**config.mk**
```make
export PLATFORM = sky130hd
export DESIGN_NAME = regfile_wb_arbiter
export DESIGN_NICKNAME = d
export VERILOG_FILES = /design/src/rtl/regfile_wb_arbiter.sv
export SDC_FILE = /design/constraint.sdc
export NUM_CORES = 1
export LEC_CHECK = 0
export CORE_UTILIZATION = 34
export CTS_CLUSTER_DIAMETER = 100
export CTS_CLUSTER_SIZE = 16
export DETAILED_ROUTE_END_ITERATION = 6
export PLACE_DENSITY = 0.77
export SETUP_SLACK_MARGIN = 0.05
export SLEW_MARGIN = 20
export SYNTH_ARGS = -nofsm -noshare
export SYNTH_HDL_FRONTEND = slang
export SYNTH_SLANG_ARGS = --single-unit
```
**constraint.sdc**
```tcl
create_clock -name clk -period 1.63 [get_ports clk]
set_clock_uncertainty 0.15 [all_clocks]
set_input_delay 0.2445 -clock clk [delete_from_list [all_inputs] [get_ports clk]]
set_output_delay 0.2445 -clock clk [all_outputs]
set_load 0.02 [all_outputs]
```
**src/rtl/regfile_wb_arbiter.sv**
```systemverilog
// Shares the GPR write port between the pipeline WB stage (priority) and the mult/div unit,
// with a starvation guard for the latter; one registered slot drives and bypasses the write port.
module regfile_wb_arbiter #(
    parameter int STARVE_LIMIT = 3,
    parameter int CNT_W        = 4
) (
    input  logic             clk,
    input  logic             reset,
    input  logic             req0_valid,
    input  logic [4:0]       req0_addr,
    input  logic [31:0]      req0_data,
    output logic             req0_ready,
    input  logic             req1_valid,
    input  logic [4:0]       req1_addr,
    input  logic [31:0]      req1_data,
    output logic             req1_ready,
    output logic             rf_we,
    output logic [4:0]       rf_a3,
    output logic [31:0]      rf_wd,
    output logic             pend_valid,
    output logic [4:0]       pend_addr,
    output logic [31:0]      pend_data,
    output logic [CNT_W-1:0] starve_cnt
);

    logic             w_force1;
    logic             w_grant0;
    logic             w_grant1;
    logic             w_grant;
    logic [4:0]       w_addr;
    logic [31:0]      w_data;

    logic             r_we;
    logic [4:0]       r_a3;
    logic [31:0]      r_wd;
    logic [CNT_W-1:0] r_cnt;

    // Readies ignore the requester's own valid so a requester may wait on ready before asserting.
    assign w_force1   = (r_cnt == CNT_W'(STARVE_LIMIT));
    assign req0_ready = !(req1_valid && w_force1);
    assign req1_ready = !req0_valid || w_force1;

    assign w_grant0 = req0_valid && req0_ready;
    assign w_grant1 = req1_valid && req1_ready;
    assign w_grant  = w_grant0 || w_grant1;
    assign w_addr   = w_grant0 ? req0_addr : req1_addr;
    assign w_data   = w_grant0 ? req0_data : req1_data;

    always_ff @(posedge clk or posedge reset) begin
        if (reset) begin
            r_we  <= 1'b0;
            r_a3  <= 5'd0;
            r_wd  <= 32'd0;
            r_cnt <= '0;
        end else begin
            // $0 writes complete the handshake but never raise the write enable.
            r_we <= w_grant && (w_addr != 5'd0);
            if (w_grant) begin
                r_a3 <= w_addr;
                r_wd <= w_data;
            end
            if (w_grant1)
                r_cnt <= '0;
            else if (req1_valid && !req1_ready && !w_force1)
                r_cnt <= r_cnt + 1'b1;
        end
    end

    assign rf_we      = r_we;
    assign rf_a3      = r_a3;
    assign rf_wd      = r_wd;
    assign pend_valid = r_we;
    assign pend_addr  = r_a3;
    assign pend_data  = r_wd;
    assign starve_cnt = r_cnt;

endmodule

```
==> results of run 1 <==
[placed cells by master (no fill, tap or decap), types with 3 or more instances in the layout]
cell type,n
buf_2,3
o21ai_0,4
clkbuf_8,6
dlygate4sd2_1,76
inv_1,4
buf_4,12
clkdlybuf4s15_1,3
nor2b_1,17
o221a_2,6
clkdlybuf4s50_1,75
dfrtp_1,40
buf_6,5
buf_12,8
a211o_1,36
o221a_1,30
and2_1,19
[worst max-delay path: cells and delay by family, from the launching register on]
family,cells,cell delay [ps]
AND/OR/NAND/NOR,1,60
flip-flops,1,390
buffers and inverters,2,250
AO/OA/AOI/OAI,1,170
adder cells (fa/ha/maj),1,140
[area by class of cell]
cell class,instances,area (um2),share of cell area [%]
clock inverter,1,5.00,0.116
inverter,6,22.5,0.521
timing repair buffer,185,1840,42.5
multi-input combinational,135,1190,27.6
clock buffer,7,86.3,2.00
tap,99,124,2.87
sequential,42,1050,24.4
[stage by stage]
| step | hold WS (ps) | setup slack (ps) | TNS (ps) | total power [W] | area, um2 |
|---|---|---|---|---|---|
| final | 70.2 | -74.0 | -1000 | 0.00334 | 4320 |
| after global routing | 85.6 | -128 | -2480 | 0.00351 | 4320 |
| after floorplan | 236 | 48.3 | 0 | 0.00211 | 2690 |
| after CTS | 72.8 | -81.0 | -1580 | 0.00337 | 4290 |
| after global placement | 355 | -195 | -654 | 0.00275 | 4200 |
| after detailed placement | 368 | -220 | -2010 | 0.00278 | 4200 |
[power groups by stage]
stage                     Combinational [W]  Sequential [W]  Clock, W
final                               0.00138         0.00126  0.000707
after global routing                0.00146         0.00127  0.000771
after CTS                           0.00138         0.00126  0.000730
after detailed placement            0.00149         0.00128         0
after global placement              0.00147         0.00128         0
after floorplan                    0.000687         0.00142         0
[timing repair]
| item | CTS | global route |
|---|---|---|
| resized for setup | 105 | 6 |
| hold buffers | 0 | 0 |
| setup endpoints to repair | 120 | 43 |
| buffers inserted | 4 | 1 |
| pin swaps | 15 | 15 |
| gates cloned | 2 | 0 |
[state kept, by name, summed over array words and instances, names as in the netlist]
register	flops
pend_data	32
starve_cnt	4
pend_addr	5
pend_valid	1
[worst paths after layout]
path | startpoint | end | slack, ps | depth (start not counted)
worst max-delay path | starve_cnt[1]$_DFFE_PP0P_ | req1_ready | -70 | 5
worst min-delay path | reset | pend_data[30]$_DFFE_PP0P_ | 70 | 2
worst max register to register | starve_cnt[1]$_DFFE_PP0P_ | pend_data[31]$_DFFE_PP0P_ | -70 | 7
worst min register to register | pend_data[27]$_DFFE_PP0P_ | pend_data[27]$_DFFE_PP0P_ | 370 | 2
max in group asynchronous | reset | pend_data[10]$_DFFE_PP0P_ | 860 | 3
min in group clk | req1_valid | starve_cnt[1]$_DFFE_PP0P_ | 310 | 4
[cells by family (layout without fill, tap and decap cells)]
logic type / Yosys count / in the layout / synth area share [%]
buffers and inverters: 64 / 199 / 17.2
multiplexers: 1 / 1 / 0.376
AND/OR/NAND/NOR: 50 / 50 / 12.5
AO/OA/AOI/OAI: 83 / 83 / 29.9
flip-flops: 42 / 42 / 39.5
adder cells (fa/ha/maj): 1 / 1 / 0.471
[layer usage]
layer	vias to the layer above	share of wire, %	GRT usage, %
met3	4	6.0	3.96
met4	0	0.48	4.84
li1	1149	-	-
met1	1252	40	23.2
met2	108	54	39.9
met5	-	0	0
==> results.yml, run 1 <==
worst_hold_path:
  hold_class: "in -> async"
run:
  drv_cap: 0
routing:
  avgViaCountPerCell: 5.29
  detail_route.wl_per_cell_um: 17.6
  vias: 2513
  drt-initial-drc-count: 72
  wl_um: 8350
  dr.pass1.iters: 4
  postRouteAntennaNets: 0
  drc: 0
finish:
  n_fill_cell: 667
  drive_above_1_share_pct: 15.4
  nets: 454
  final_core_util_pct: 58.4
  n_antenna_cell: 0
  syn_to_final_growth_pct: 62.6
  finalNonFillerCells: 475
timing:
  finalHoldViolations: 0
  finalCriticalPeriod_ps: 1700
  fin_ws_ps: -74.0
  finalSetupViolations: 24
  relSlewSlack_pct: 70.7
  drv_slew: 0
  rsz0062_at_grt: "true"
  fmax_ghz: 0.587
  worstMarginPinSlew_ps: 440
  fin_crit_sh_pct: 105
clocking:
  htree_levels: 2
  clk_pin_slew_ps: 80
  cts-root-buf: "clkbuf_8"
  clockBufferDepth: 2
  clkSinkCount: 42
  cts_tree: "built"
  cts_inserted_buffers: 5
  worstSkewPairLatency_ps: 280
synth:
  synthTopCellsByArea: "dfrtp_1 (40%), o221a_1 (13%), a211o_1 (12%)"
  async_flop_share_pct: 100
  syn-num-nets: 320
  ys.flop_type: "dfrtp_1"
  synth_cells: 241
  syn_avg_cell_area_um2: 11.0
  ys_seq_area_share_pct: 39.5
  synth_edf_count: 0
  synth_common_cells: "buf_4 (42), dfrtp_1 (42), a211o_1 (36)"
  yosysUniqueCellTypes: 33
  yosys_warnings: 0
  synth_top_cell_by_area: "dfrtp_1"
  synthesis.area_um2: 2660
  yosys.area.top_type_share_pct: 39.5
  ys_seq_elements: 42
pwr:
  p_switching_w: 0.00114
  irDropWorstVdd_uv: 348
  p_int_w: 0.00220
  clkPwrFrac_pct: 21.2
  p_per_area_nw_per_um2: 772
  sw_frac_of_total_pct: 34.1
  combPwrFrac_pct: 41.2
  seqPwrFrac_pct: 37.6
  p_leak_nw: 1.91
global_route:
  track_usage_pct: 20.7
  grt_pass1_vias: 2677
  grt_pass1_wl_um: 13500
  grt_antenna_before_repair: 0
  grt_start_max_net_pins: 47
  grt_overflow: 0
worst_setup_path:
  path_cells: "ha_4, buf_4, nand2b_4, o21ai_4, buf_6"
  cp_slowest_stage_delay_ps: 390
  cp_data_arrival_time_ps: 1310
  cp_max_fo: 3
  required_ps: 1240
  crit_path_top_delay_cell: "dfrtp_2"
  criticalPathCategory: "reg -> out"
  cp-start-kind: "register"
  end_kind: "output port"
placement:
  portBuffers: 159
  globalplace.congestion: 0.794
  place_hpwl_um: 5850
  dp_cells: 461
floorplan:
  core_um2: 7410
  rows: 31
  dieWidth_um: 90.4
  io_pins: 160
  start_util_pct: 35.9
  dieHeight_um: 90.4
  dieArea_um2: 8180
run_status:
  violations: "negative setup slack"
  status: "finished with violations"
Note: power is estimated with default switching activity, not from simulation.
==> inputs of run 2 (changes only) <==
--- a/config.mk
+++ b/config.mk
@@ -5,11 +5,11 @@
 export SDC_FILE = /design/constraint.sdc
 export NUM_CORES = 1
 export LEC_CHECK = 0
-export CORE_UTILIZATION = 34
+export CORE_UTILIZATION = 41
 export CTS_CLUSTER_DIAMETER = 100
 export CTS_CLUSTER_SIZE = 16
 export DETAILED_ROUTE_END_ITERATION = 6
-export PLACE_DENSITY = 0.77
+export PLACE_DENSITY = 0.87
 export SETUP_SLACK_MARGIN = 0.05
 export SLEW_MARGIN = 20
 export SYNTH_ARGS = -nofsm -noshare
==> constraint.sdc (replaced) <==
create_clock -name clk -period 2.1 [get_ports clk]
set_clock_uncertainty 0.15 [all_clocks]
set_input_delay 0.315 -clock clk [delete_from_list [all_inputs] [get_ports clk]]
set_output_delay 0.315 -clock clk [all_outputs]
set_load 0.02 [all_outputs]
==> run 2 against run 1 <==
The flow now finishes without violations. Cell count decreased by 8.6%. Design area decreased by 5.4%. Count of clock-buffer cells in the layout increased by 1. Wire length decreased by 7.9%. Non-clock buffer count decreased by 17. Power decreased by 20%. Sequential power decreased by 22%. Die area decreased by 17%.
==> results.yml, run 2 (same netlist as run 1, synthesis figures left out) <==
pwr:
  irDropWorstVdd_uv: 384
  total_power_w: 0.00268
  p_leak_nw: 1.65
  p_per_area_nw_per_um2: 657
worst_setup_path:
  crit_path_top_delay_cell: "dfrtp_1"
  cp_max_fo: 4
  ff2ff_path_depth: 6
  end_kind: "output port"
  path_buf_inv: 2
  cp-start-kind: "register"
  path_cells: "ha_1, and4bb_4, inv_1, clkbuf_2"
  path_delay_family: "flip-flops"
  crit_cells: 4
  cp_slowest_stage_delay_ps: 420
  cp_data_arrival_time_ps: 1430
  criticalPathCategory: "reg -> out"
  required_ps: 1630
floorplan:
  dieHeight_um: 82.5
  rows: 28
  dieWidth_um: 82.5
  core_um2: 6100
  dieArea_um2: 6810
  io_pins: 160
  start_util_pct: 43.6
finish:
  stdcell_area_um2: 4090
  largest_reg_flops: 32
  nets: 437
  final_common_cell: "clkdlybuf4s50_1"
  n_fill_cell: 493
  syn_to_final_growth_pct: 53.7
  layout_common_cells: "clkdlybuf4s50_1 (155), dfrtp_1 (42), a211o_1 (36)"
  n_antenna_cell: 0
  drive_above_1_share_pct: 9.47
routing:
  vias: 2428
  drc: 0
  avgViaCountPerCell: 5.59
  dr.pass1.iters: 4
  detail_route.wl_per_cell_um: 17.7
  postRouteAntennaNets: 0
  wl_um: 7690
  drt-initial-drc-count: 74
global_route:
  grt_pass1_wl_um: 11700
  grt_start_max_net_pins: 47
  grt_antenna_before_repair: 0
  grt_overflow: 0
  track_usage_pct: 22.7
  grt_pass1_vias: 2449
timing:
  worstMarginPinSlew_ps: 488
  relSlewSlack_pct: 67.5
  hold_ws_ps: 193
  finalSetupViolations: 0
  fin_crit_sh_pct: 90.1
  fmax_ghz: 0.529
  fin_setup_tns_ps: 0
  drv_slew: 0
  rsz0062_at_grt: "false"
  finalHoldViolations: 0
  finalCriticalPeriod_ps: 1890
clocking:
  cts_inserted_buffers: 5
  worstSkewPairLatency_ps: 300
  clk_pin_slew_ps: 90
  clkSinkCount: 42
  cts_tree: "built"
  clockBufferDepth: 2
  htree_levels: 2
  cts-root-buf: "clkbuf_8"
placement:
  place_hpwl_um: 5520
  globalplace.congestion: 0.752
  portBuffers: 159
  place_area_um2: 3990
run_status:
  status: "complete, no violations"
run:
  drv_cap: 0
worst_hold_path:
  hold_class: "in -> async"
run 2: changes by cell type in the layout (fill, tap and decap cells not counted), sizes merged:
cell / change
buf: -20
clkinv: -1
clkbuf: +3
dlygate4sd2: -76
clkdlybuf4s50: +80
clkdlybuf4s15: -3
run 2: cell type report:
class	count	area [um2]	share of cell area, %
repair buffers	168	1650	40.4
inverters	6	22.5	0.551
clock buffers	8	110	2.69
flip-flops and latches	42	1050	25.7
well taps	75	93.8	2.30
multi-input cells	135	1160	28.3
run 2: routing by layer:
layer / track usage (%) / vias up / part of all wire [%]
met5: 0 / - / 0
met4: 8.10 / 0 / 1.9
met3: 4.84 / 16 / 7.6
met2: 40.7 / 114 / 50
met1: 26.6 / 1187 / 40
li1: - / 1111 / -
run 2: where the power goes:
part	internal (W)	total (W)	switching (W)	leakage, nW
Clock	0.000332	0.000613	0.000281	0.0575
Sequential	0.000901	0.000983	0.0000815	0.501
Combinational	0.000589	0.00109	0.000499	1.10
Total	0.00182	0.00268	0.000861	1.65
run 2: final timing paths:
check                                           from  slack (ps)                   endpoint
max                        starve_cnt[0]$_DFFE_PP0P_         210                 req0_ready
min                                            reset         190       pend_valid$_DFF_PP0_
max reg2reg                starve_cnt[0]$_DFFE_PP0P_         290  pend_data[18]$_DFFE_PP0P_
min reg2reg                pend_data[27]$_DFFE_PP0P_         400  pend_data[27]$_DFFE_PP0P_
max in group asynchronous                      reset        1120  pend_data[24]$_DFFE_PP0P_
min in group clk                          req0_valid         260  starve_cnt[2]$_DFFE_PP0P_
run 2: through the flow:
| step | setup WS, ps | std cells | utilization, % |
|---|---|---|---|
| global placement | 132 | 426 | 65.4 |
| detailed placement | 104 | 426 | 65.4 |
| floorplan | 374 | 241 | - |
| global route | 125 | 434 | 67.1 |
| finish | 208 | 434 | 67.1 |
| CTS | 40.7 | 434 | 67.2 |
run 2: repair_timing:
| action | 4_1_cts | 5_1_grt |
|---|---|---|
| setup endpoints to repair | 2 | 2 |
| cloned | 0 | 0 |
| setup buffers | 0 | 0 |
| resized for setup | 2 | 4 |
| hold buffers | 0 | 0 |
